--- src/rtl/multiword_add_ctrl_pkg.sv ---
// Shared types and constants for the slice-serial multiword adder.
// Latency: n/a (types only).
// Backpressure: n/a.
`timescale 1ns/1ps
package multiword_add_ctrl_pkg;

    localparam int SLICE_W = 16;

    typedef enum logic [1:0] {
        IDLE = 2'd0,
        RUN  = 2'd1,
        DONE = 2'd2
    } state_t;

endpackage

--- src/rtl/multiword_add_ctrl_adder16_ci.sv ---
// 16-bit combinational adder with carry-in and carry-out, shared across slices.
// Latency: 0 cycles (pure combinational).
// Backpressure: none.
`timescale 1ns/1ps
module adder16_ci
    import multiword_add_ctrl_pkg::*;
(
    input  logic [SLICE_W-1:0] a,
    input  logic [SLICE_W-1:0] b,
    input  logic               ci,
    output logic [SLICE_W-1:0] s,
    output logic               co
);

    assign {co, s} = {1'b0, a} + {1'b0, b} + {{SLICE_W{1'b0}}, ci};

endmodule

--- src/rtl/multiword_add_ctrl.sv ---
// Slice-serial add/subtract of NSLICES x 16-bit operands through one 16-bit adder.
// Latency: NSLICES+1 cycles from the Start cycle to the Done pulse.
// Backpressure: Start is ignored while Busy; it is accepted in IDLE and DONE only.
`timescale 1ns/1ps
module multiword_add_ctrl
    import multiword_add_ctrl_pkg::*;
#(
    parameter int NSLICES = 4
) (
    input  logic                       Clk,
    input  logic                       Reset,
    input  logic                       Start,
    input  logic                       Sub,
    input  logic [SLICE_W*NSLICES-1:0] A,
    input  logic [SLICE_W*NSLICES-1:0] B,
    output logic [SLICE_W*NSLICES-1:0] Sum,
    output logic                       CO,
    output logic                       OVF,
    output logic                       Busy,
    output logic                       Done
);

    localparam int W     = SLICE_W * NSLICES;
    localparam int IDX_W = $clog2(NSLICES);
    localparam logic [IDX_W-1:0] LAST_IDX = IDX_W'(NSLICES - 1);

    state_t             state;
    state_t             state_nxt;
    logic               accept;
    logic [IDX_W-1:0]   idx;
    logic               carry;
    logic               sub_q;
    logic [W-1:0]       a_q;
    logic [W-1:0]       b_q;
    logic               last;
    logic [SLICE_W-1:0] a_sl;
    logic [SLICE_W-1:0] b_sl;
    logic [SLICE_W-1:0] s_sl;
    logic               c_sl;

    always_ff @(posedge Clk) begin
        if (Reset) begin
            state <= IDLE;
        end else begin
            state <= state_nxt;
        end
    end

    always_comb begin
        state_nxt = state;
        accept    = 1'b0;
        Busy      = 1'b0;
        Done      = 1'b0;
        case (state)
            IDLE: begin
                if (Start) begin
                    accept    = 1'b1;
                    state_nxt = RUN;
                end
            end
            RUN: begin
                Busy = 1'b1;
                if (last) begin
                    state_nxt = DONE;
                end
            end
            DONE: begin
                Done = 1'b1;
                if (Start) begin
                    accept    = 1'b1;
                    state_nxt = RUN;
                end else begin
                    state_nxt = IDLE;
                end
            end
            default: state_nxt = IDLE;
        endcase
    end

    // Subtraction is A + ~B + 1: the +1 enters as the initial carry loaded from Sub.
    assign last = (idx == LAST_IDX);
    assign a_sl = a_q[SLICE_W*int'(idx) +: SLICE_W];
    assign b_sl = b_q[SLICE_W*int'(idx) +: SLICE_W] ^ {SLICE_W{sub_q}};

    adder16_ci u_adder (
        .a  (a_sl),
        .b  (b_sl),
        .ci (carry),
        .s  (s_sl),
        .co (c_sl)
    );

    always_ff @(posedge Clk) begin
        if (Reset) begin
            idx   <= '0;
            carry <= 1'b0;
            sub_q <= 1'b0;
            a_q   <= '0;
            b_q   <= '0;
            Sum   <= '0;
            CO    <= 1'b0;
            OVF   <= 1'b0;
        end else if (accept) begin
            a_q   <= A;
            b_q   <= B;
            sub_q <= Sub;
            idx   <= '0;
            carry <= Sub;
        end else if (state == RUN) begin
            Sum[SLICE_W*int'(idx) +: SLICE_W] <= s_sl;
            carry <= c_sl;
            idx   <= idx + 1'b1;
            if (last) begin
                CO  <= c_sl;
                OVF <= (a_sl[SLICE_W-1] == b_sl[SLICE_W-1]) &&
                       (s_sl[SLICE_W-1] != a_sl[SLICE_W-1]);
            end
        end
    end

endmodule

--- config.mk ---
export PLATFORM = sky130hd
export DESIGN_NAME = multiword_add_ctrl
export DESIGN_NICKNAME = d
export VERILOG_FILES = /design/src/rtl/multiword_add_ctrl_pkg.sv /design/src/rtl/multiword_add_ctrl_adder16_ci.sv /design/src/rtl/multiword_add_ctrl.sv
export SDC_FILE = /design/constraint.sdc
export NUM_CORES = 1
export LEC_CHECK = 0
export ABC_AREA = 0
export BUFFER_PORTS_ARGS = -buffer_cell sky130_fd_sc_hd__buf_2
export CORE_UTILIZATION = 35
export DETAILED_ROUTE_END_ITERATION = 10
export GPL_TIMING_DRIVEN = 0
export HOLD_SLACK_MARGIN = 0.08
export PLACE_DENSITY_LB_ADDON = 0.12
export SKIP_LAST_GASP = 1
export SLEW_MARGIN = 20
export SYNTH_ARGS = -nofsm -noshare
export SYNTH_HDL_FRONTEND = slang
export SYNTH_SLANG_ARGS = --single-unit
--- constraint.sdc ---
create_clock -name Clk -period 5.3 [get_ports Clk]
set_input_delay 0.53 -clock Clk [delete_from_list [all_inputs] [get_ports Clk]]
set_output_delay 0.53 -clock Clk [all_outputs]
set_load 0.05 [all_outputs]
==> key figures <==
Setup path
  – Worst Path Buf+Inv: 3
  – Critical path's slowest cell: clkbuf_1
  – Worst path max stage delay: approximately 0.69 ns
  – Reg2reg start: idx[1]
  – Worst path arrival time: around 5.2 ns
  – CP startpoint: idx[1]
  – Crit-path leading delay family: buffers and inverters
  – Cell mode on critical path: clkbuf_1
  – WS Path Type: register to register
  – Startpoint types: register
  – CP max FO: 10
  – Crit path cell chain: clkbuf_1, clkbuf_1, clkbuf_1, mux4_2, fa_1, a21o_1, a311o_1, a21oi_1, o221ai_1, xor2_1, a22o_1
  – Critical Path RT: 5.68 ns
  – Critical path capture point type: register

Synth
  – Top post-synthesis cells by area: dfxtp_1 46%, nand2_1 12%, a21oi_1 9.0%, mux4_2 8.4%, a22o_1 3.2%
  – Mapped Nets: 1130
  – Post-synth ARST share: 0%
  – Post-synthesis sequential area ratio: about 46%
  – Prevailing post-synth register cell: dfxtp_1
  – Share of the synthesized area in the top cell type: a little under half
  – Unique masters post-synth: 53
  – Commonest cells post-synth: 280 x nand2_1, 200 x dfxtp_1, 155 x a21oi_1
  – Post-synth EDFFs: 0
  – Cell Area, Synth: ~8600 µm²
  – Most instantiated library cell after synthesis: nand2_1
  – Post-synth top area cell: dfxtp_1
  – Post-Synthesis Cells: 975
  – #FFs+latches synth: 200
  – Syn. warnings: 0
  – Mapped Avg Cell Area: roughly 8.9 µm²

Finish
  – Syn-to-layout area delta: 23.5%
  – Design area: roughly 11000 µm²
  – Final Core Density: 44.0%
  – ANT cells: 0
  – Nets: around 1300
  – Reg area: about 4000 µm²
  – Fill count: about 2500
  – Layout cells sized above 1: 23.5%
  – Multi-input logic area: approximately 4300 µm²

Hold path
  – Worst hold start: B[19]
  – Hold Crit Class: input pin to register

Global routing
  – Gr usage total: a little over a fifth
  – Largest net degree at the start of global routing: 21
  – Vias in the first global route: roughly 7500
  – Grt ovf: 0
  – Initial antenna violation count: 0
  – First-pass GRT wire length: 42.4 mm

Timing
  – Setup TNS Final: 0 ns
  – Final Max Slew Viols: 0
  – Fmax: 0.207 GHz
  – Clk_skew: roughly 0.014 ns
  – Final Hold Fails: 0
  – Max transition margin: around two fifths
  – RSZ-0062 raised after global routing: no
  – Tmin final: just under 5 ns
  – Count of final setup violators: 0
  – Actual slew at the worst max-slew pin: around 0.91 ns
  – Period utilization: between 90% and 100%

Die
  – Initial Util: between 30% and 40%
  – Area of the die: about 25000 µm²
  – Core area: ~24000 µm²
  – # IOs: 200
  – Die Ht: roughly 160 µm
  – Die X: 159 µm
  – Site Rows: 57

Detailed routing
  – WL/cell: roughly 18 µm
  – Via density per instance: approximately 4.9
  – Pre-antenna DRT Iters: 5
  – Drt initial violations: a little under 500
  – Antenna Violating Nets Remaining: 0
  – Number of remaining DRC errors: 0
  – Vias: about 7600
  – Final WL: ~27 mm

Clock network
  – Htree depth: 4
  – Gates resized, CTS repair: 0
  – Worst-Skew Late Latency: 0.45 ns
  – CTS max path bufs: 2
  – CTS tree: yes
  – Clk sinks: 200
  – Total CTS buffers: 17
  – Root Buffer: clkbuf_16
  – CTS clk-pin slew, worst paths: ~0.08 ns
  – CTS Hold Buffers Added: 0
  – Post-CTS Setup Bufs: 0

Power
  – Power, Total: between 3 and 4 mW
  – Peak supply drop: 0.000187 V
  – Lkg Pwr: about 4.5 nW
  – Cell Pwr Density: roughly 340 nW/µm²

Placed design
  – Area after DPL: between 10000 and 15000 µm²
  – Routability cong.: around 0.83
  – Hpwl dp: just over 20 mm
  – # port buffers: ~200

Status
  – Status: finished, final reports clean

Flow run
  – Number of max-cap violations: 0
where the power goes:
part	switching, mW	internal (mW)	total (mW)
clock	0.652	0.724	1.38
sequential	0.0385	1.57	1.61
combinational	0.387	0.201	0.589
total	1.08	2.50	3.58
cells in the final DEF, fill, tap and decap left out, types with 3 or more instances in the layout:
cell	n
nor2_1	41
nand2b_1	5
mux4_2	32
a21o_1	3
a21oi_1	155
a22oi_1	28
nor3_1	9
nand3_1	4
clkinv_4	3
inv_6	3
inv_8	3
clkbuf_1	54
o21ai_0	8
nand4_1	5
ha_1	21
clkinv_8	3
clkbuf_16	17
buf_2	207
nor2b_1	3
buf_1	4
nand3b_1	5
dfxtp_1	200
nand2_1	280
xnor2_1	7
inv_1	10
a22o_1	32
xor2_1	21
sequential cells by signal (all words and copies together) (netlist names):
register	cells
sub_q	1
state	2
a_q	64
OVF	1
idx	2
b_q	64
CO	1
Sum	64
carry	1
layer usage:
layer / GRT usage [%] / up-vias / wire length (µm)
li1: - / 3808 / -
met1: 30.6 / 3501 / 13000
met2: 34.7 / 230 / 12300
met3: 3.96 / 22 / 1280
met4: 5.77 / 0 / 393
met5: 0 / - / 0
final timing paths:
| check | to | slack (ns) | cells after the start |
|---|---|---|---|
| worst max-delay path | Sum[46] | 0.47 | 11 |
| worst max register to register | Sum[46] | 0.47 | 11 |
| worst min-delay path | b_q[19] | 0.31 | 3 |
| worst min register to register | Sum[43] | 0.45 | 1 |
stage by stage:
stage,cells,hold slack (ns),setup WS [ns]
5_1_grt,1530,0.303,0.296
2_1_floorplan,975,0.433,1.59
3_3_place_gp,1498,0.432,0.546
6_report,1530,0.313,0.467
4_1_cts,1530,0.300,0.532
3_5_place_dp,1498,0.437,0.557
area by class of cell:
class,instances,area share (%)
multi-input combinational,696,40.4
sequential,200,37.6
timing repair buffer,199,9.34
clock buffer,17,3.99
tap,324,3.80
buffer,68,2.57
clock inverter,15,1.90
inverter,11,0.387
kinds of logic after synthesis:
| kind of cell | share of synthesized area, % |
|---|---|
| flip-flops | 46.4 |
| buffers and inverters | 3.65 |
| XOR/XNOR | 2.84 |
| multiplexers | 8.58 |
| AO/OA/AOI/OAI | 17.8 |
| AND/OR/NAND/NOR | 17.2 |
| adder cells (fa/ha/maj) | 3.51 |
worst register-to-register path: stages, from the launching register on:
cell,delay [ns]
dfxtp_1,0.43
clkbuf_1,0.34
clkbuf_1,0.69
clkbuf_1,0.60
mux4_2,0.49
fa_1,0.49
a21o_1,0.22
a311o_1,0.40
a21oi_1,0.24
o221ai_1,0.18
xor2_1,0.47
a22o_1,0.24
Power figures use the tool's default switching activity.
